<file path="config.mk">
export PLATFORM = sky130hd
export DESIGN_NAME = ac97_reg_sequencer_flat
export DESIGN_NICKNAME = d
export VERILOG_FILES = /design/src/rtl/ac97_reg_sequencer_if.sv /design/src/rtl/ac97_reg_sequencer.sv /design/src/flat_wrapper.sv
export SDC_FILE = /design/constraint.sdc
export NUM_CORES = 1
export LEC_CHECK = 0
export BUFFER_PORTS_ARGS = -buffer_cell sky130_fd_sc_hd__buf_2
export CAP_MARGIN = 15
export CELL_PAD_IN_SITES_DETAIL_PLACEMENT = 1
export CELL_PAD_IN_SITES_GLOBAL_PLACEMENT = 2
export CORE_MARGIN = 8
export CORE_UTILIZATION = 49
export CTS_BUF_LIST = sky130_fd_sc_hd__clkbuf_4 sky130_fd_sc_hd__clkbuf_8
export CTS_CLUSTER_SIZE = 25
export DETAILED_ROUTE_END_ITERATION = 12
export HOLD_SLACK_MARGIN = 0.08
export MAX_ROUTING_LAYER = met4
export PLACE_DENSITY_LB_ADDON = 0.25
export REMOVE_ABC_BUFFERS = 1
export SETUP_SLACK_MARGIN = 0.3
export SKIP_CTS_REPAIR_TIMING = 1
export SYNTH_ARGS = -nofsm -noshare
export SYNTH_HDL_FRONTEND = slang
export SYNTH_SLANG_ARGS = --single-unit
</file>
<file path="constraint.sdc">
create_clock -name CLOCK -period 7.6 [get_ports CLOCK]
set_input_delay 1.52 -clock CLOCK [delete_from_list [all_inputs] [get_ports CLOCK]]
set_output_delay 1.52 -clock CLOCK [all_outputs]
set_load 0.02 [all_outputs]
</file>
<file path="src/rtl/ac97_reg_sequencer_if.sv">
// Signal bundle for the AC97 register sequencer: host command push,
// response strobe, controller register port and status/control lines.
interface ac97_reg_sequencer_if #(
  parameter int DEPTH  = 8,
  parameter int ADDR_W = 7,
  parameter int DATA_W = 16
);
  localparam int LVL_W = $clog2(DEPTH + 1);

  logic              CMD_VALID;
  logic              CMD_READY;
  logic              CMD_RW;
  logic [ADDR_W-1:0] CMD_ADDR;
  logic [DATA_W-1:0] CMD_DATA;
  logic              RESP_VALID;
  logic              RESP_RW;
  logic [ADDR_W-1:0] RESP_ADDR;
  logic [DATA_W-1:0] RESP_DATA;
  logic              RESP_ERR;
  logic              CTRL_WE;
  logic              CTRL_RE;
  logic [ADDR_W-1:0] CTRL_REGID;
  logic [DATA_W-1:0] CTRL_DIN;
  logic              CTRL_RDY;
  logic [DATA_W-1:0] CTRL_DOUT;
  logic              CTRL_DOUT_VALID;
  logic [LVL_W-1:0]  LEVEL;
  logic              BUSY;
  logic              ERR_STICKY;
  logic              CLR_ERR;

  // Sequencer side
  modport slave (
    input  CMD_VALID, CMD_RW, CMD_ADDR, CMD_DATA,
    input  CTRL_RDY, CTRL_DOUT, CTRL_DOUT_VALID, CLR_ERR,
    output CMD_READY, RESP_VALID, RESP_RW, RESP_ADDR, RESP_DATA, RESP_ERR,
    output CTRL_WE, CTRL_RE, CTRL_REGID, CTRL_DIN, LEVEL, BUSY, ERR_STICKY
  );

  // Host / controller side
  modport master (
    output CMD_VALID, CMD_RW, CMD_ADDR, CMD_DATA,
    output CTRL_RDY, CTRL_DOUT, CTRL_DOUT_VALID, CLR_ERR,
    input  CMD_READY, RESP_VALID, RESP_RW, RESP_ADDR, RESP_DATA, RESP_ERR,
    input  CTRL_WE, CTRL_RE, CTRL_REGID, CTRL_DIN, LEVEL, BUSY, ERR_STICKY
  );
endinterface

</file>
<file path="src/rtl/ac97_reg_sequencer.sv">
// Queued AC97 register command sequencer. Commands are buffered in a FIFO,
// issued one at a time to the codec controller register port, bounded by a
// timeout, and answered with exactly one response each, in order.
module ac97_reg_sequencer #(
  parameter int DEPTH   = 8,
  parameter int ADDR_W  = 7,
  parameter int DATA_W  = 16,
  parameter int TIMEOUT = 4096
) (
  input  logic                CLOCK,
  input  logic                RESET_N,
  ac97_reg_sequencer_if.slave bus
);
  localparam int PTR_W = $clog2(DEPTH);
  localparam int LVL_W = $clog2(DEPTH + 1);
  localparam int TC_W  = $clog2(TIMEOUT + 1);
  localparam int ENT_W = 1 + ADDR_W + DATA_W;
  localparam logic [LVL_W-1:0] FULL_LVL = LVL_W'(DEPTH);
  localparam logic [TC_W-1:0]  TC_LAST  = TC_W'(TIMEOUT - 1);

  typedef enum logic [2:0] {IDLE, ISSUE, WAIT_ACK, WAIT_DONE, RESPOND} state_t;

  state_t            state, state_n;
  logic [ENT_W-1:0]  mem [DEPTH];
  logic [PTR_W-1:0]  wr_ptr, rd_ptr;
  logic [LVL_W-1:0]  level, level_n;
  logic              full;
  logic              push, pop;
  logic              head_rw;
  logic [ADDR_W-1:0] head_addr;
  logic [DATA_W-1:0] head_data;
  logic              hold_rw;
  logic [ADDR_W-1:0] hold_addr;
  logic [DATA_W-1:0] hold_data;
  logic [TC_W-1:0]   tcnt;
  logic              resp_load, resp_err_n;
  logic [DATA_W-1:0] resp_data_n;
  logic              resp_rw, resp_err, err_sticky;
  logic [ADDR_W-1:0] resp_addr;
  logic [DATA_W-1:0] resp_data;

  assign {head_rw, head_addr, head_data} = mem[rd_ptr];
  assign push    = bus.CMD_VALID && !full;
  assign level_n = level + LVL_W'(push) - LVL_W'(pop);

  // Command storage; contents need no reset since level gates every read
  always_ff @(posedge CLOCK) begin
    if (push) mem[wr_ptr] <= {bus.CMD_RW, bus.CMD_ADDR, bus.CMD_DATA};
  end

  // FIFO pointers, occupancy and registered full flag
  always_ff @(posedge CLOCK or negedge RESET_N) begin
    if (!RESET_N) begin
      wr_ptr <= '0;
      rd_ptr <= '0;
      level  <= '0;
      full   <= 1'b0;
    end else begin
      if (push) wr_ptr <= wr_ptr + PTR_W'(1);
      if (pop)  rd_ptr <= rd_ptr + PTR_W'(1);
      level <= level_n;
      full  <= (level_n == FULL_LVL);
    end
  end

  // Sequencer state register
  always_ff @(posedge CLOCK or negedge RESET_N) begin
    if (!RESET_N) state <= IDLE;
    else          state <= state_n;
  end

  // Next state, FIFO pop and response selection
  always_comb begin
    state_n     = state;
    pop         = 1'b0;
    resp_load   = 1'b0;
    resp_err_n  = 1'b0;
    resp_data_n = '0;
    case (state)
      IDLE: begin
        if (level != '0 && bus.CTRL_RDY) begin
          pop = 1'b1;
          if (head_addr[0]) begin
            // Odd register addresses are rejected without touching the codec
            state_n    = RESPOND;
            resp_load  = 1'b1;
            resp_err_n = 1'b1;
          end else begin
            state_n = ISSUE;
          end
        end
      end
      ISSUE: state_n = WAIT_ACK;
      WAIT_ACK: begin
        if (!bus.CTRL_RDY) begin
          state_n = WAIT_DONE;
        end else if (tcnt >= TC_LAST) begin
          state_n    = RESPOND;
          resp_load  = 1'b1;
          resp_err_n = 1'b1;
        end
      end
      WAIT_DONE: begin
        if (hold_rw && bus.CTRL_DOUT_VALID) begin
          state_n     = RESPOND;
          resp_load   = 1'b1;
          resp_data_n = bus.CTRL_DOUT;
        end else if (!hold_rw && bus.CTRL_RDY) begin
          state_n   = RESPOND;
          resp_load = 1'b1;
        end else if (tcnt >= TC_LAST) begin
          state_n    = RESPOND;
          resp_load  = 1'b1;
          resp_err_n = 1'b1;
        end
      end
      RESPOND: state_n = IDLE;
      default: state_n = IDLE;
    endcase
  end

  // Holding register for the command in flight; drives REGID/DIN until done
  always_ff @(posedge CLOCK or negedge RESET_N) begin
    if (!RESET_N) begin
      hold_rw   <= 1'b0;
      hold_addr <= '0;
      hold_data <= '0;
    end else if (pop) begin
      hold_rw   <= head_rw;
      hold_addr <= head_addr;
      hold_data <= head_data;
    end
  end

  // Transaction timeout counter, spanning both wait states
  always_ff @(posedge CLOCK or negedge RESET_N) begin
    if (!RESET_N)                                  tcnt <= '0;
    else if (state == ISSUE)                       tcnt <= '0;
    else if (state == WAIT_ACK || state == WAIT_DONE) tcnt <= tcnt + TC_W'(1);
  end

  // Response fields, held until the next response is produced
  always_ff @(posedge CLOCK or negedge RESET_N) begin
    if (!RESET_N) begin
      resp_rw   <= 1'b0;
      resp_addr <= '0;
      resp_data <= '0;
      resp_err  <= 1'b0;
    end else if (resp_load) begin
      resp_rw   <= (state == IDLE) ? head_rw   : hold_rw;
      resp_addr <= (state == IDLE) ? head_addr : hold_addr;
      resp_data <= resp_data_n;
      resp_err  <= resp_err_n;
    end
  end

  // Sticky error flag; a new error wins over a simultaneous clear
  always_ff @(posedge CLOCK or negedge RESET_N) begin
    if (!RESET_N)                   err_sticky <= 1'b0;
    else if (resp_load && resp_err_n) err_sticky <= 1'b1;
    else if (bus.CLR_ERR)           err_sticky <= 1'b0;
  end

  assign bus.CMD_READY  = !full;
  assign bus.LEVEL      = level;
  assign bus.BUSY       = (state != IDLE) || (level != '0);
  assign bus.CTRL_WE    = (state == ISSUE) && !hold_rw;
  assign bus.CTRL_RE    = (state == ISSUE) && hold_rw;
  assign bus.CTRL_REGID = hold_addr;
  assign bus.CTRL_DIN   = hold_data;
  assign bus.RESP_VALID = (state == RESPOND);
  assign bus.RESP_RW    = resp_rw;
  assign bus.RESP_ADDR  = resp_addr;
  assign bus.RESP_DATA  = resp_data;
  assign bus.RESP_ERR   = resp_err;
  assign bus.ERR_STICKY = err_sticky;
endmodule

</file>
<file path="src/flat_wrapper.sv">
// flat-port wrapper written by rule: the top's interface ports become plain ports
module ac97_reg_sequencer_flat 
#(
  parameter int DEPTH   = 8,
  parameter int ADDR_W  = 7,
  parameter int DATA_W  = 16,
  parameter int TIMEOUT = 4096
)
  (CLOCK, RESET_N, bus_CMD_VALID, bus_CMD_RW, bus_CMD_ADDR, bus_CMD_DATA, bus_CTRL_RDY, bus_CTRL_DOUT, bus_CTRL_DOUT_VALID, bus_CLR_ERR, bus_CMD_READY, bus_RESP_VALID, bus_RESP_RW, bus_RESP_ADDR, bus_RESP_DATA, bus_RESP_ERR, bus_CTRL_WE, bus_CTRL_RE, bus_CTRL_REGID, bus_CTRL_DIN, bus_LEVEL, bus_BUSY, bus_ERR_STICKY);
  ac97_reg_sequencer_if #(.DEPTH(DEPTH), .ADDR_W(ADDR_W), .DATA_W(DATA_W)) bus_i ();
  input  logic CLOCK;
  input  logic RESET_N;
  input wire logic [$bits(bus_i.CMD_VALID)-1:0] bus_CMD_VALID;
  input wire logic [$bits(bus_i.CMD_RW)-1:0] bus_CMD_RW;
  input wire logic [$bits(bus_i.CMD_ADDR)-1:0] bus_CMD_ADDR;
  input wire logic [$bits(bus_i.CMD_DATA)-1:0] bus_CMD_DATA;
  input wire logic [$bits(bus_i.CTRL_RDY)-1:0] bus_CTRL_RDY;
  input wire logic [$bits(bus_i.CTRL_DOUT)-1:0] bus_CTRL_DOUT;
  input wire logic [$bits(bus_i.CTRL_DOUT_VALID)-1:0] bus_CTRL_DOUT_VALID;
  input wire logic [$bits(bus_i.CLR_ERR)-1:0] bus_CLR_ERR;
  output wire logic [$bits(bus_i.CMD_READY)-1:0] bus_CMD_READY;
  output wire logic [$bits(bus_i.RESP_VALID)-1:0] bus_RESP_VALID;
  output wire logic [$bits(bus_i.RESP_RW)-1:0] bus_RESP_RW;
  output wire logic [$bits(bus_i.RESP_ADDR)-1:0] bus_RESP_ADDR;
  output wire logic [$bits(bus_i.RESP_DATA)-1:0] bus_RESP_DATA;
  output wire logic [$bits(bus_i.RESP_ERR)-1:0] bus_RESP_ERR;
  output wire logic [$bits(bus_i.CTRL_WE)-1:0] bus_CTRL_WE;
  output wire logic [$bits(bus_i.CTRL_RE)-1:0] bus_CTRL_RE;
  output wire logic [$bits(bus_i.CTRL_REGID)-1:0] bus_CTRL_REGID;
  output wire logic [$bits(bus_i.CTRL_DIN)-1:0] bus_CTRL_DIN;
  output wire logic [$bits(bus_i.LEVEL)-1:0] bus_LEVEL;
  output wire logic [$bits(bus_i.BUSY)-1:0] bus_BUSY;
  output wire logic [$bits(bus_i.ERR_STICKY)-1:0] bus_ERR_STICKY;
  assign bus_i.CMD_VALID = bus_CMD_VALID;
  assign bus_i.CMD_RW = bus_CMD_RW;
  assign bus_i.CMD_ADDR = bus_CMD_ADDR;
  assign bus_i.CMD_DATA = bus_CMD_DATA;
  assign bus_i.CTRL_RDY = bus_CTRL_RDY;
  assign bus_i.CTRL_DOUT = bus_CTRL_DOUT;
  assign bus_i.CTRL_DOUT_VALID = bus_CTRL_DOUT_VALID;
  assign bus_i.CLR_ERR = bus_CLR_ERR;
  assign bus_CMD_READY = bus_i.CMD_READY;
  assign bus_RESP_VALID = bus_i.RESP_VALID;
  assign bus_RESP_RW = bus_i.RESP_RW;
  assign bus_RESP_ADDR = bus_i.RESP_ADDR;
  assign bus_RESP_DATA = bus_i.RESP_DATA;
  assign bus_RESP_ERR = bus_i.RESP_ERR;
  assign bus_CTRL_WE = bus_i.CTRL_WE;
  assign bus_CTRL_RE = bus_i.CTRL_RE;
  assign bus_CTRL_REGID = bus_i.CTRL_REGID;
  assign bus_CTRL_DIN = bus_i.CTRL_DIN;
  assign bus_LEVEL = bus_i.LEVEL;
  assign bus_BUSY = bus_i.BUSY;
  assign bus_ERR_STICKY = bus_i.ERR_STICKY;
  ac97_reg_sequencer #(.DEPTH(DEPTH), .ADDR_W(ADDR_W), .DATA_W(DATA_W), .TIMEOUT(TIMEOUT)) u_core (.CLOCK(CLOCK), .RESET_N(RESET_N), .bus(bus_i));
endmodule
</file>
Word-level counts from Yosys, hierarchy flattened

Memory sizes are Yosys's and may differ from the RTL's.
Cells that the tools add are included.

Flip-flop bits (word level): 77
Memory bits (writable): 192
Word-level logic and storage cells: 72
Memories: 1
Input port bits: 46
Output and inout bits: 58

Memory list:

| name       | depth | width | rd ports | clocked after memory_dff | write ports | line                     | source |
|---|---|---|---|---|---|---|---|
| u_core.mem | 8     | 24    | 1        | 0                        | 1           | ac97_reg_sequencer.sv:24 | `logic [ENT_W-1:0] mem [DEPTH];` |

Reductions and logical operators: 16
$add $sub $neg: 5
Equal/unequal tests: 6
Magnitude comparators: 1
Multiplexer cells: 29

Operator list:

| operator              | number |
|---|---|
| $mux 16               | 2 |
| $mux 13               | 2 |
| $mux 3                | 6 |
| $mux 1                | 15 |
| $add 13x1->13 const B | 1 |
| $ge 13x12->1 const B  | 1 |
| $pmux 3 s4            | 1 |
| $logic_and 1x1->1     | 7 |
| $mux 7                | 1 |
| $add 3x1->3 const B   | 2 |
| $eq 3x2->1 const B    | 2 |
| $pmux 1 s3            | 2 |
| $add 4x1->4           | 1 |
| $eq 4x4->1 const B    | 1 |
| $reduce_bool 2->1     | 2 |
| $reduce_bool 4->1     | 1 |
| $sub 4x1->4           | 1 |
| $eq 3x1->1 const B    | 1 |
| $eq 3x3->1 const B    | 1 |
| $logic_not 3->1       | 1 |
| $reduce_bool 3->1     | 1 |
| $logic_not 1->1       | 2 |
| $logic_or 1x1->1      | 2 |
| $ne 2x1->1 const B    | 1 |

Logic depth before layout (Yosys ltp)

Word-level depth: 7
Gate-level depth with buffers: 12
Mapped depth without buffers: 12

Least setup slack after synthesis

No wires, ideal clock.

Kind: input-to-reg
Start: input bus_CMD_VALID
End: memory u_core.mem[0][0] (netlist bit), enable pin
Slack: 3510 ps
Library setup time: 435 ps
Required time: 7165 ps
Arrival: 3655 ps
Buffers on the path: 1
Stages: 4
Cell sequence: nor2b_1 clkbuf_1 nand2b_1 nor3_1

Word-level cells in the longest chain between the ends: 3

Ends and longest elaborated chain:

| what                         | line                     | source |
|---|---|---|
| start, declared              | flat_wrapper.sv:13       | `input wire logic [$bits(bus_i.CMD_VALID)-1:0] bus_CMD_VALID;` |
| $logic_and 1x1->1            | ac97_reg_sequencer.sv:43 | `assign push = bus.CMD_VALID && !full;` |
| named net u_core.push        | ac97_reg_sequencer.sv:28 | `logic push, pop;` |
| $mux 1                       | ac97_reg_sequencer.sv:48 | `if (push) mem[wr_ptr] <= {bus.CMD_RW, bus.CMD_ADDR, bus.CMD_DATA};` |
| $mux 1 (not written as such) | ac97_reg_sequencer.sv:48 |  |
| end, declared                | ac97_reg_sequencer.sv:24 |  |

The timed path passes the listed nets, and every way through them passes these cells.

Worst setup path after layout

Start: register u_core.state[0]
End: output bus_CTRL_RE

Word-level cells in the longest chain between the ends: 2

Ends and longest elaborated chain:

| what                   | line                      | source |
|---|---|---|
| start, declared        | ac97_reg_sequencer.sv:23  | `state_t state, state_n;` |
| start signal, assigned | ac97_reg_sequencer.sv:69  | `else state <= state_n;` |
| $eq 3x1->1             | ac97_reg_sequencer.sv:168 | `assign bus.CTRL_RE = (state == ISSUE) && hold_rw;` |
| $logic_and 1x1->1      | ac97_reg_sequencer.sv:168 |  |
| end, declared          | flat_wrapper.sv:28        | `output wire logic [$bits(bus_i.CTRL_RE)-1:0] bus_CTRL_RE;` |

Every way passes these cells.

==> reports/qor.txt <==
height of the die - 163 microns
Final Skew - 9.36 ps
vias post-DR - 5,751
Mapped Area - 10,600 sq um
crit path DAT - 2350 ps
setup_tns - 0 ps
Max Freq - 258 MHz
#FFs+latches synth - 269
Crit Path Max Fanout - 11
EDFF count, synth - 192
num rows - 53
routed vias/inst - 5.50
drt wl/cell - 21.9 microns
Die Span X - 163 microns
H-tree Lvls - 2
Final Critical Period - 3870 ps
CP top delay family - buffers and inverters
Hold Violations, Final - 0
CTS Root Cell - clkbuf_8
Slowest-stage cell, CP - dfrtp_1
Min-Delay Startpoint - u_core.bus.RESP_ADDR[2]
first-pass GRT wire length - 35,900 microns
Synth Area per Inst - 17.5 sq um
initial antenna violation count - 3
Synth async-reset ratio - 28.6%
Starting Density - 50.1%
VDD IR max - 211 uV
Critical Path Source Type - flop
Hold Path Cell Cnt - 1
GRT Util Overall - 18.0%
Yosys warning count - 0
routability congestion estimate - 0.760
pwr dens - 403 nW/um^2
CP bufs+invs - 3
endpoints failing setup - 0
pre-CTS setup slack - 3740 ps
hpwl dp - 14,000 microns
DRT Pass-1 Iters - 4
CP dominant cell by count - buf_2
Top FF cell, synth - edfxtp_1
nets - 787
Worst Setup Path Type - flop to output pin
Die Area - 26,500 sq um
CTS tree - yes
DRT iter0 DRCs - 300
Num CTS Buffers - 43
Worst Path Required - 6080 ps
Slew @ Worst Pin - 1030 ps
cell count after synthesis - 603
Yosys cell types - 48
Crit path largest cell delay - 580 ps
status - completed
Max transition margin - 31.0%
final slew viol count - 0
RR Startpoint - u_core.state[0]
R2R setup slack - 4150 ps
RSZ-0062 raised after global routing - false
max-cap viol count - 0
CTS max path bufs - 3
Reg-to-Reg End - u_core.full
Clock Latency Late Sink - 540 ps
Leak - 4.78 nW
Residual DRC - 0
final wirelength - 22,800 microns
setup ws final - 3730 ps
final period utilization - 50.9%
Syn-to-layout area delta - 17.2%
Seq/Total Area, Yosys - 72.8%
Hold Path Class - flop to flop
ANT nets after route - 0
CP cell instances - inv_1 -> nor3_1 -> buf_2 -> and2_1 -> buf_2
WHS Endpoint - u_core.bus.RESP_ADDR[2]
pin count of the biggest net entering global routing - 53
clk slew on worst S/H paths - 60 ps
clock sinks - 269
area of the core - 21,100 sq um
vias in the first global route - 6,419
num ports - 104
fraction of layout instances using a drive strength above 1 - 33.4%
# port buffers - 103
grt ovf - 0
R2R depth - 10
CP endpoint kind - output pin
-- metal layers --
layer | GRT usage, % | vias up | routed length [microns]
met5 | - | - | 0
met4 | 5.88 | 0 | 415
met3 | 4.02 | 31 | 1290
met2 | 30.6 | 149 | 11700
met1 | 21.1 | 2986 | 9390
li1 | - | 2585 | -
-- per-stage QoR --
stage	area, sq um	total power, mW	hold WS, ps	util [%]	std cells
6_report	12400	5.00	487	58.7	1045
5_1_grt	12400	5.28	521	58.7	1045
4_1_cts	12400	5.08	494	58.7	1041
3_5_place_dp	11400	3.70	480	54.0	961
3_3_place_gp	11400	3.61	471	54.0	961
2_1_floorplan	10400	3.17	457	-	572
-- placed cells by master (no fill, tap or decap), drive strengths merged, types with 6 or more instances in the layout --
cell and count:
ha 8, xor2 9, edfxtp 192, a21oi 12
inv 16, mux4 46, nand3 6, nand4 7
a22o 18, nand2 40, dfrtp 77, clkinv 14
clkbuf 60, nor2 30, o21ai 30, mux2i 27
mux2 11, buf 115
-- cell usage after synthesis, types with 4 or more instances --
library cell	n	share of area, %
nor2b_1	4	0.24
xnor2_1	5	0.41
xor2_1	9	0.75
dfrtp_1	77	18
o21ai_0	30	1.4
mux4_2	46	9.8
nor2_1	30	1.1
a22o_1	18	1.5
mux2_1	6	0.64
nand2_1	40	1.4
mux2i_1	27	2.6
ha_1	8	0.95
inv_1	15	0.53
nor3_1	4	0.19
clkbuf_1	13	0.46
buf_1	4	0.14
a21oi_1	12	0.57
edfxtp_1	192	55
nand4_1	7	0.41
buf_2	12	0.57
nand3_1	4	0.19
-- cells by family after synthesis --
kind of cell    count (synthesis)  synth area share (%)
flops                         269                  72.8
simple gates                  107                  4.94
mux                            84                  13.6
compound gates                 72                  4.37
buf+inv                        48                  2.00
xor+xnor                       14                  1.16
fa+ha+maj                       9                  1.14
-- worst max path at each step --
stage	from	endpoint	slack, ps	cells after the start
3_5_place_dp	bus_CTRL_RDY	u_core.full	3740	10
3_3_place_gp	bus_CTRL_RDY	u_core.full	3850	10
4_1_cts	u_core.state[0]	bus_CTRL_RE	3370	4
2_1_floorplan	bus_CMD_VALID	u_core.mem[0][0]	3480	3
6_report	u_core.state[0]	bus_CTRL_RE	3730	5
5_1_grt	u_core.state[0]	bus_CTRL_RE	3580	5
-- report_power, final --
part           internal (mW)  leakage, nW  switching, mW
Clock                  0.799        0.500          0.553
Combinational          0.638         1.55          0.864
Sequential              1.91         2.72          0.233
-- area by class of cell --
type                            instances  area [sq um]
Inverter                               17          65.1
Tap cell                              275           344
Timing Repair Buffer                  115           606
Antenna cell                            3          7.51
Fill cell                            1950          8710
Clock buffer                           60           776
Sequential cell                       269          7700
Clock inverter                         20           198
Multi-Input combinational cell        286          2690
-- sequential cells by signal (all words and copies together) (netlist names), 3 cells and up --
name	flops
u_core.state	3
u_core.bus.RESP_ADDR	7
u_core.mem	192
u_core.bus.CTRL_REGID	7
u_core.tcnt	13
u_core.bus.CTRL_DIN	16
u_core.bus.RESP_DATA	16
u_core.rd_ptr	3
u_core.wr_ptr	3
u_core.bus.LEVEL	4
Power figures use the tool's default switching activity.
